File: config.mk
export PLATFORM = sky130hd
export DESIGN_NAME = vga_sprite_engine
export DESIGN_NICKNAME = d
export VERILOG_FILES = /design/src/rtl/vga_sprite_engine.sv
export SDC_FILE = /design/constraint.sdc
export NUM_CORES = 2
export LEC_CHECK = 0
export CAP_MARGIN = 20
export CORE_MARGIN = 5
export CORE_UTILIZATION = 55
export DETAILED_ROUTE_END_ITERATION = 6
export PLACE_DENSITY = 0.78
export SLEW_MARGIN = 20
export SYNTH_ARGS = -nofsm -noshare
export SYNTH_HDL_FRONTEND = slang
export SYNTH_SLANG_ARGS = --single-unit
export TNS_END_PERCENT = 5
File: constraint.sdc
create_clock -name dclk -period 6.8 [get_ports dclk]
set_input_delay 2.04 -clock dclk [delete_from_list [all_inputs] [get_ports dclk]]
set_output_delay 2.04 -clock dclk [all_outputs]
set_load 0.05 [all_outputs]
File: src/rtl/vga_sprite_engine.sv
// vga_sprite_engine: VGA timing plus frame-latched sprite compositor with per-enemy explosion animation
module vga_sprite_engine #(
    parameter int HPIXELS        = 800,
    parameter int VLINES         = 521,
    parameter int HPULSE         = 96,
    parameter int VPULSE         = 2,
    parameter int HBP            = 144,
    parameter int HFP            = 784,
    parameter int VBP            = 31,
    parameter int VFP            = 511,
    parameter int COORD_W        = 10,
    parameter int N_ENEMY        = 5,
    parameter int ENEMY_SPACING  = 40,
    parameter int N_EPROJ        = 5,
    parameter int SPR_HALF       = 10,
    parameter int EXPLODE_FRAMES = 4
) (
    input  logic                         dclk,
    input  logic                         clr_n,
    input  logic                         play,
    input  logic [COORD_W-1:0]           player_x,
    input  logic [COORD_W-1:0]           player_y,
    input  logic [COORD_W-1:0]           enemy_x,
    input  logic [COORD_W-1:0]           enemy_y,
    input  logic [N_ENEMY-1:0]           collide,
    input  logic [COORD_W-1:0]           proj_x,
    input  logic [COORD_W-1:0]           proj_y,
    input  logic [N_EPROJ*COORD_W-1:0]   eproj_x,
    input  logic [N_EPROJ*COORD_W-1:0]   eproj_y,
    output logic                         hsync,
    output logic                         vsync,
    output logic [2:0]                   red,
    output logic [2:0]                   green,
    output logic [1:0]                   blue,
    output logic                         frame_tick
);
    localparam int CW = COORD_W;
    localparam int SW = COORD_W + 2;
    localparam int BW = $clog2(EXPLODE_FRAMES + 1);
    typedef logic signed [SW-1:0] sc_t;
    typedef enum logic [1:0] {IDLE, BOOM, DONE} boom_st_t;
    localparam logic [CW-1:0] H_LAST  = CW'(HPIXELS - 1);
    localparam logic [CW-1:0] V_LAST  = CW'(VLINES - 1);
    localparam logic [CW-1:0] H_PULSE = CW'(HPULSE);
    localparam logic [CW-1:0] V_PULSE = CW'(VPULSE);
    localparam logic [CW-1:0] H_BP    = CW'(HBP);
    localparam logic [CW-1:0] H_FP    = CW'(HFP);
    localparam logic [CW-1:0] V_BP    = CW'(VBP);
    localparam logic [CW-1:0] V_FP    = CW'(VFP);
    localparam sc_t L_COL  = sc_t'(80);
    localparam sc_t R_COL  = sc_t'(560);
    localparam sc_t BAN_X0 = sc_t'(200);
    localparam sc_t BAN_X1 = sc_t'(355);
    localparam sc_t BAN_Y0 = sc_t'(200);
    localparam sc_t BAN_Y1 = sc_t'(225);
    localparam sc_t HALF   = sc_t'(SPR_HALF);
    localparam sc_t PR_HX  = sc_t'(5);
    localparam sc_t PR_HY  = sc_t'(10);
    localparam logic [7:0] WHITE  = 8'hff;
    localparam logic [7:0] RED    = 8'he0;
    localparam logic [7:0] YELLOW = 8'hfc;

    // zero-extend a screen coordinate into the signed geometry domain so off-screen centres never wrap
    function automatic sc_t sx(input logic [CW-1:0] v);
        return sc_t'({2'b00, v});
    endfunction

    function automatic logic inr(input sc_t p, input sc_t lo, input sc_t hi);
        return p >= lo && p <= hi;
    endfunction

    function automatic logic inbox(input sc_t p, input sc_t c, input sc_t h);
        return inr(p, c - h, c + h);
    endfunction

    // explosion grows by 10 per elapsed frame from a 5-pixel start
    function automatic sc_t boom_half(input logic [BW-1:0] b);
        return sc_t'(5 + 10 * EXPLODE_FRAMES) - sc_t'(10) * sc_t'(b);
    endfunction

    logic [CW-1:0]         hc, vc;
    logic                  s_play;
    logic [CW-1:0]         s_plx, s_ply, s_enx, s_eny, s_prx, s_pry;
    logic [N_ENEMY-1:0]    s_col;
    logic [N_EPROJ*CW-1:0] s_epx, s_epy;
    boom_st_t              st [N_ENEMY];
    logic [BW-1:0]         boom [N_ENEMY];
    sc_t                   bx [N_ENEMY];
    sc_t                   by [N_ENEMY];
    logic                  frame_end, active;
    sc_t                   px, py;
    logic [7:0]            rgb;

    assign frame_end = hc == H_LAST && vc == V_LAST;
    assign active    = hc >= H_BP && hc < H_FP && vc >= V_BP && vc < V_FP;

    // raster scan counters
    always_ff @(posedge dclk or negedge clr_n) begin
        if (!clr_n) begin
            hc <= '0;
            vc <= '0;
        end else begin
            hc <= (hc == H_LAST) ? '0 : hc + 1'b1;
            if (hc == H_LAST) vc <= (vc == V_LAST) ? '0 : vc + 1'b1;
        end
    end

    // copy game inputs once per frame so a frame never mixes old and new positions
    always_ff @(posedge dclk or negedge clr_n) begin
        if (!clr_n) begin
            s_play <= 1'b0;
            s_plx  <= '0;
            s_ply  <= '0;
            s_enx  <= '0;
            s_eny  <= '0;
            s_col  <= '0;
            s_prx  <= '0;
            s_pry  <= '0;
            s_epx  <= '0;
            s_epy  <= '0;
        end else if (frame_end) begin
            s_play <= play;
            s_plx  <= player_x;
            s_ply  <= player_y;
            s_enx  <= enemy_x;
            s_eny  <= enemy_y;
            s_col  <= collide;
            s_prx  <= proj_x;
            s_pry  <= proj_y;
            s_epx  <= eproj_x;
            s_epy  <= eproj_y;
        end
    end

    // per-enemy explosion sequencer, advanced only at the frame latch point
    always_ff @(posedge dclk or negedge clr_n) begin
        if (!clr_n) begin
            for (int i = 0; i < N_ENEMY; i++) begin
                st[i]   <= IDLE;
                boom[i] <= '0;
                bx[i]   <= '0;
                by[i]   <= '0;
            end
        end else if (frame_end) begin
            for (int i = 0; i < N_ENEMY; i++) begin
                case (st[i])
                    IDLE: if (collide[i] && !s_col[i]) begin
                        st[i]   <= BOOM;
                        boom[i] <= BW'(EXPLODE_FRAMES);
                        bx[i]   <= sx(enemy_x) + sc_t'(i * ENEMY_SPACING);
                        by[i]   <= sx(enemy_y);
                    end
                    BOOM: begin
                        st[i]   <= !collide[i] ? IDLE : (boom[i] == BW'(1)) ? DONE : BOOM;
                        boom[i] <= !collide[i] ? '0 : boom[i] - 1'b1;
                    end
                    default: st[i] <= collide[i] ? DONE : IDLE;
                endcase
            end
        end
    end

    // layered colour decision, later layers overwrite earlier ones
    always_comb begin
        px  = sx(hc) - sc_t'(HBP);
        py  = sx(vc) - sc_t'(VBP);
        rgb = (px < L_COL || px >= R_COL) ? WHITE : 8'h00;
        if (!s_play && inr(px, BAN_X0, BAN_X1) && inr(py, BAN_Y0, BAN_Y1)) rgb = WHITE;
        if (inbox(px, sx(s_plx), HALF) && inbox(py, sx(s_ply), HALF)) rgb = WHITE;
        for (int i = 0; i < N_ENEMY; i++)
            if (!s_col[i] && inbox(px, sx(s_enx) + sc_t'(i * ENEMY_SPACING), HALF) && inbox(py, sx(s_eny), HALF)) rgb = RED;
        for (int i = 0; i < N_ENEMY; i++)
            if (st[i] == BOOM && inbox(px, bx[i], boom_half(boom[i])) && inbox(py, by[i], boom_half(boom[i]))) rgb = YELLOW;
        if (s_pry <= s_ply && inbox(px, sx(s_prx), PR_HX) && inbox(py, sx(s_pry), PR_HY)) rgb = WHITE;
        for (int k = 0; k < N_EPROJ; k++)
            if (s_epy[k*CW +: CW] != '0 && inbox(px, sx(s_epx[k*CW +: CW]), PR_HX) && inbox(py, sx(s_epy[k*CW +: CW]), PR_HY)) rgb = RED;
        if (!active) rgb = 8'h00;
    end

    // single output register stage keeps colour and syncs aligned
    always_ff @(posedge dclk or negedge clr_n) begin
        if (!clr_n) begin
            hsync              <= 1'b1;
            vsync              <= 1'b1;
            {red, green, blue} <= '0;
            frame_tick         <= 1'b0;
        end else begin
            hsync              <= hc >= H_PULSE;
            vsync              <= vc >= V_PULSE;
            {red, green, blue} <= rgb;
            frame_tick         <= hc == '0 && vc == '0;
        end
    end
endmodule

==> results.md <==
* Tightest Pin Transition at 1.09 ns
* H-tree Lvls at 2
* GRT Util Overall at 29.2%
* Worst R2R Setup Slack at 0.66 ns
* Initial Util at 55.7%
* Required time worst endpoint at 7.29 ns
* Max frequency at 163 MHz
* Crit path capture type: flop
* RePlAce Congestion at 0.974
* DR iter-0 viols at 2,950
* Global-route wire length before repair at 197,000 um
* Period utilization at 90.4%
* Grt total ovfl at 0
* Delay of the slowest critical-path stage at 0.74 ns
* PostCTS Resize Cnt at 0
* Clock Latency Late Sink at 0.61 ns
* Clock sinks at 321
* Final net count at 6,411
* CTS Buf Count at 42
* Synth top area share at 27.1%
* Synth Area per Inst at 8.14 sq um
* Top-level port count at 179
* Number of enable flip-flop cells after synthesis at 0
* Fill cells at 6,679
* Post-layout util at 61.5%
* Register area share after synthesis at 18.9%
* Most numerous cell on the critical path: ha_1
* CORE AREA at 0.0762 sq mm
* Share of layout cells above drive strength 1 at 4.36%
* IO Port Bufs at 178
* Root buf cell: clkbuf_16
* Pre-CTS setup slack at 0.740 ns
* Max_cap viols at 0
* Mapped Cells at 5,213
* Cell Chain, Critical Path: buf_4 > ha_1 > ha_1 > a21oi_1 > xor2_1 > ha_1 > o21a_1 > o21ai_0 > a21oi_1 > o21ai_0 > or4b_2 > o311ai_0 > ha_1 > o31ai_1 > a41oi_1 > a2111oi_0 > nand4_1 > o41ai_1 > nor3_1 > and4b_1 > a31oi_1
* Slew margin rel. at 27.0%
* Worst Setup Slack, final at 0.656 ns
* Final min period at 6.14 ns
* Synth async-reset ratio at 100%
* DIE HEIGHT at 288 um
* Multi-input logic area at 0.0326 sq mm
* Clk buf depth at 3
* Final Hold Vio Count at 0
* Buf/Inv on CP at 1
* R2R Path End: red[1]$_DFF_PN0_
* Rows at 101
* Synth unique cells at 86
* RR Startpoint: boom[6]$_DFFE_PN0P_
* Detailed placer's ending HPWL at 92,900 um
* List of most frequent post-synthesis cells: ha_1 (919), nand2_1 (714), o21ai_0 (347)
* Most frequent cell after synthesis: ha_1
* CP Launch Type: flop
* Maximum VDD drop at 0.000174 V
* CTS tree: yes
* CP Data Arrival Time at 6.63 ns
* Status: finished, final reports clean
* Post-synthesis register bit count at 321
* PD cells at 110 mW/mm^2
* Vias in the first global route at 37,206
* Largest net degree at the start of global routing at 144
* Layout Area Growth over Synthesis at 10.4%
* Post-CTS setup buffer count at 0
* Drc violations at 0
* WL/cell at 19.5 um
* Hold Path Sink: s_enx[0]$_DFFE_PN0P_
* WHS at 0.479 ns
* Initial antenna violation count at 3
* DRT antenna net count at 0
* Setup-failing EPs final at 0
* Hold Buf Count CTS at 0
* Worst Hold Launch: s_enx[0]$_DFFE_PN0P_
* Leakage at 21.4 nW
* Final Routed Wirelength at 124,000 um
* Diode count at 0
* Setup CP Type: flop to flop
* Delay-heaviest family, CP: compound AO/OA/AOI/OAI gates
* Slowest-stage cell, CP: a2111oi_0
* Synth warn at 0
* Unrepaired setup endpoints after global routing: false
* Area of the mapped netlist at 0.0425 sq mm
* Tightest Hold Check Type: flop to flop
* Clk_skew at 0.0437 ns
* WHS Path Cells at 2
* Drt via density at 6.02
* Area contributors post-synth: ha_1 (27%), dfrtp_1 (19%), xnor2_1 (6.6%)
* Via count at 38,355
* Dominant cell type by area after synthesis: ha_1
* First-pass DRT Iterations at 6
* Die ar. at 0.0829 sq mm
* Register Area at 0.00804 sq mm
* Top_reg_cell synth: dfrtp_1
* Max-slew violations at 0
* Chip width at 288 um
* Reg2reg path depth at 21
* Clock transition at path regs at 0.06 ns
* Final setup TNS at 0 ns
* Critical Path Fanout Max at 10
-- logic make-up (layout without fill, tap and decap cells) --
logic type	Yosys count	in the layout	share of synthesized area [%]
simple gates	1664	1664	18.7
compound gates	1206	1206	17.6
fa+ha+maj	939	939	28.0
buf+inv	517	639	4.73
xor+xnor	512	512	10.6
flops	321	321	18.9
mux	53	53	1.47
other cells	1	4	0.00883
-- routing by layer --
layer,vias to the layer above,routed length (um),global-route usage (%)
li1,18664,-,-
met1,18259,55900,40.2
met2,1211,56000,48.1
met3,221,8210,3.69
met4,0,3980,8.70
met5,-,0,0
-- worst min-delay path: stages, from the launching register on --
cell and delay [ns]:
dfrtp_1 0.34, nand2_1 0.05, nand2_1 0.05
-- flip-flops by register name, indices dropped and copies added, names as in the netlist --
name / cells
bx: 54
s_eny: 10
hc: 10
boom: 15
vc: 10
s_epy: 50
s_enx: 10
st: 10
frame_tick: 1
green: 1
s_play: 1
vsync: 1
s_plx: 10
s_ply: 10
blue: 1
hsync: 1
s_prx: 10
s_pry: 10
s_epx: 50
by: 50
s_col: 5
red: 1
-- layout make-up --
type / count / area share [%]
Clock buffer: 51 / 2.49
Clock inverter: 27 / 0.630
Inverter: 330 / 2.64
Multi-Input combinational cell: 4378 / 69.5
Sequential cell: 321 / 17.1
Tap cell: 1030 / 2.75
Timing Repair Buffer: 231 / 4.83
-- per-stage QoR --
step           power, mW  area (sq um)  cells
2_1_floorplan       2.47         42500   5216
3_3_place_gp        2.76         45400   6288
3_5_place_dp        2.78         45400   6288
4_1_cts             5.19         46900   6366
5_1_grt             5.37         46900   6368
6_report            5.15         46900   6368
-- power by group --
group	total (mW)	switching, mW	internal (mW)
registers	1.98	0.0367	1.94
clock network	2.40	1.00	1.39
logic	0.779	0.419	0.360
total	5.15	1.46	3.70
-- how the worst max path moves through the flow --
stage | startpoint | endpoint | slack (ns) | cells past startpoint
after floorplan | hc[4]$_DFF_PN0_ | red[1]$_DFF_PN0_ | 1.23 | 14
after global placement | boom[6]$_DFFE_PN0P_ | red[1]$_DFF_PN0_ | 0.92 | 21
after detailed placement | boom[6]$_DFFE_PN0P_ | red[1]$_DFF_PN0_ | 0.74 | 21
after CTS | boom[6]$_DFFE_PN0P_ | red[1]$_DFF_PN0_ | 0.69 | 21
after global routing | boom[6]$_DFFE_PN0P_ | red[1]$_DFF_PN0_ | 0.33 | 20
final | boom[6]$_DFFE_PN0P_ | red[1]$_DFF_PN0_ | 0.66 | 21
-- layout by cell type, fill, tap and decap left out, types with 44 or more instances in the layout --
cell type	netlist	routed
ha_1	919	919
nand2_1	714	713
o21ai_0	347	347
a21oi_1	339	338
inv_1	327	324
xnor2_1	321	318
dfrtp_1	319	316
nor2_1	251	250
xor2_1	191	185
clkdlybuf4s50_1	0	177
nand3_1	144	144
nor3_1	95	95
nor2b_1	92	92
nand2b_1	85	85
nand4_1	81	81
o21bai_1	79	79
a21o_1	70	70
and3_1	49	49
a211oi_1	48	48
buf_4	5	46
o21a_1	44	44
Note: power is estimated with default switching activity, not from simulation.
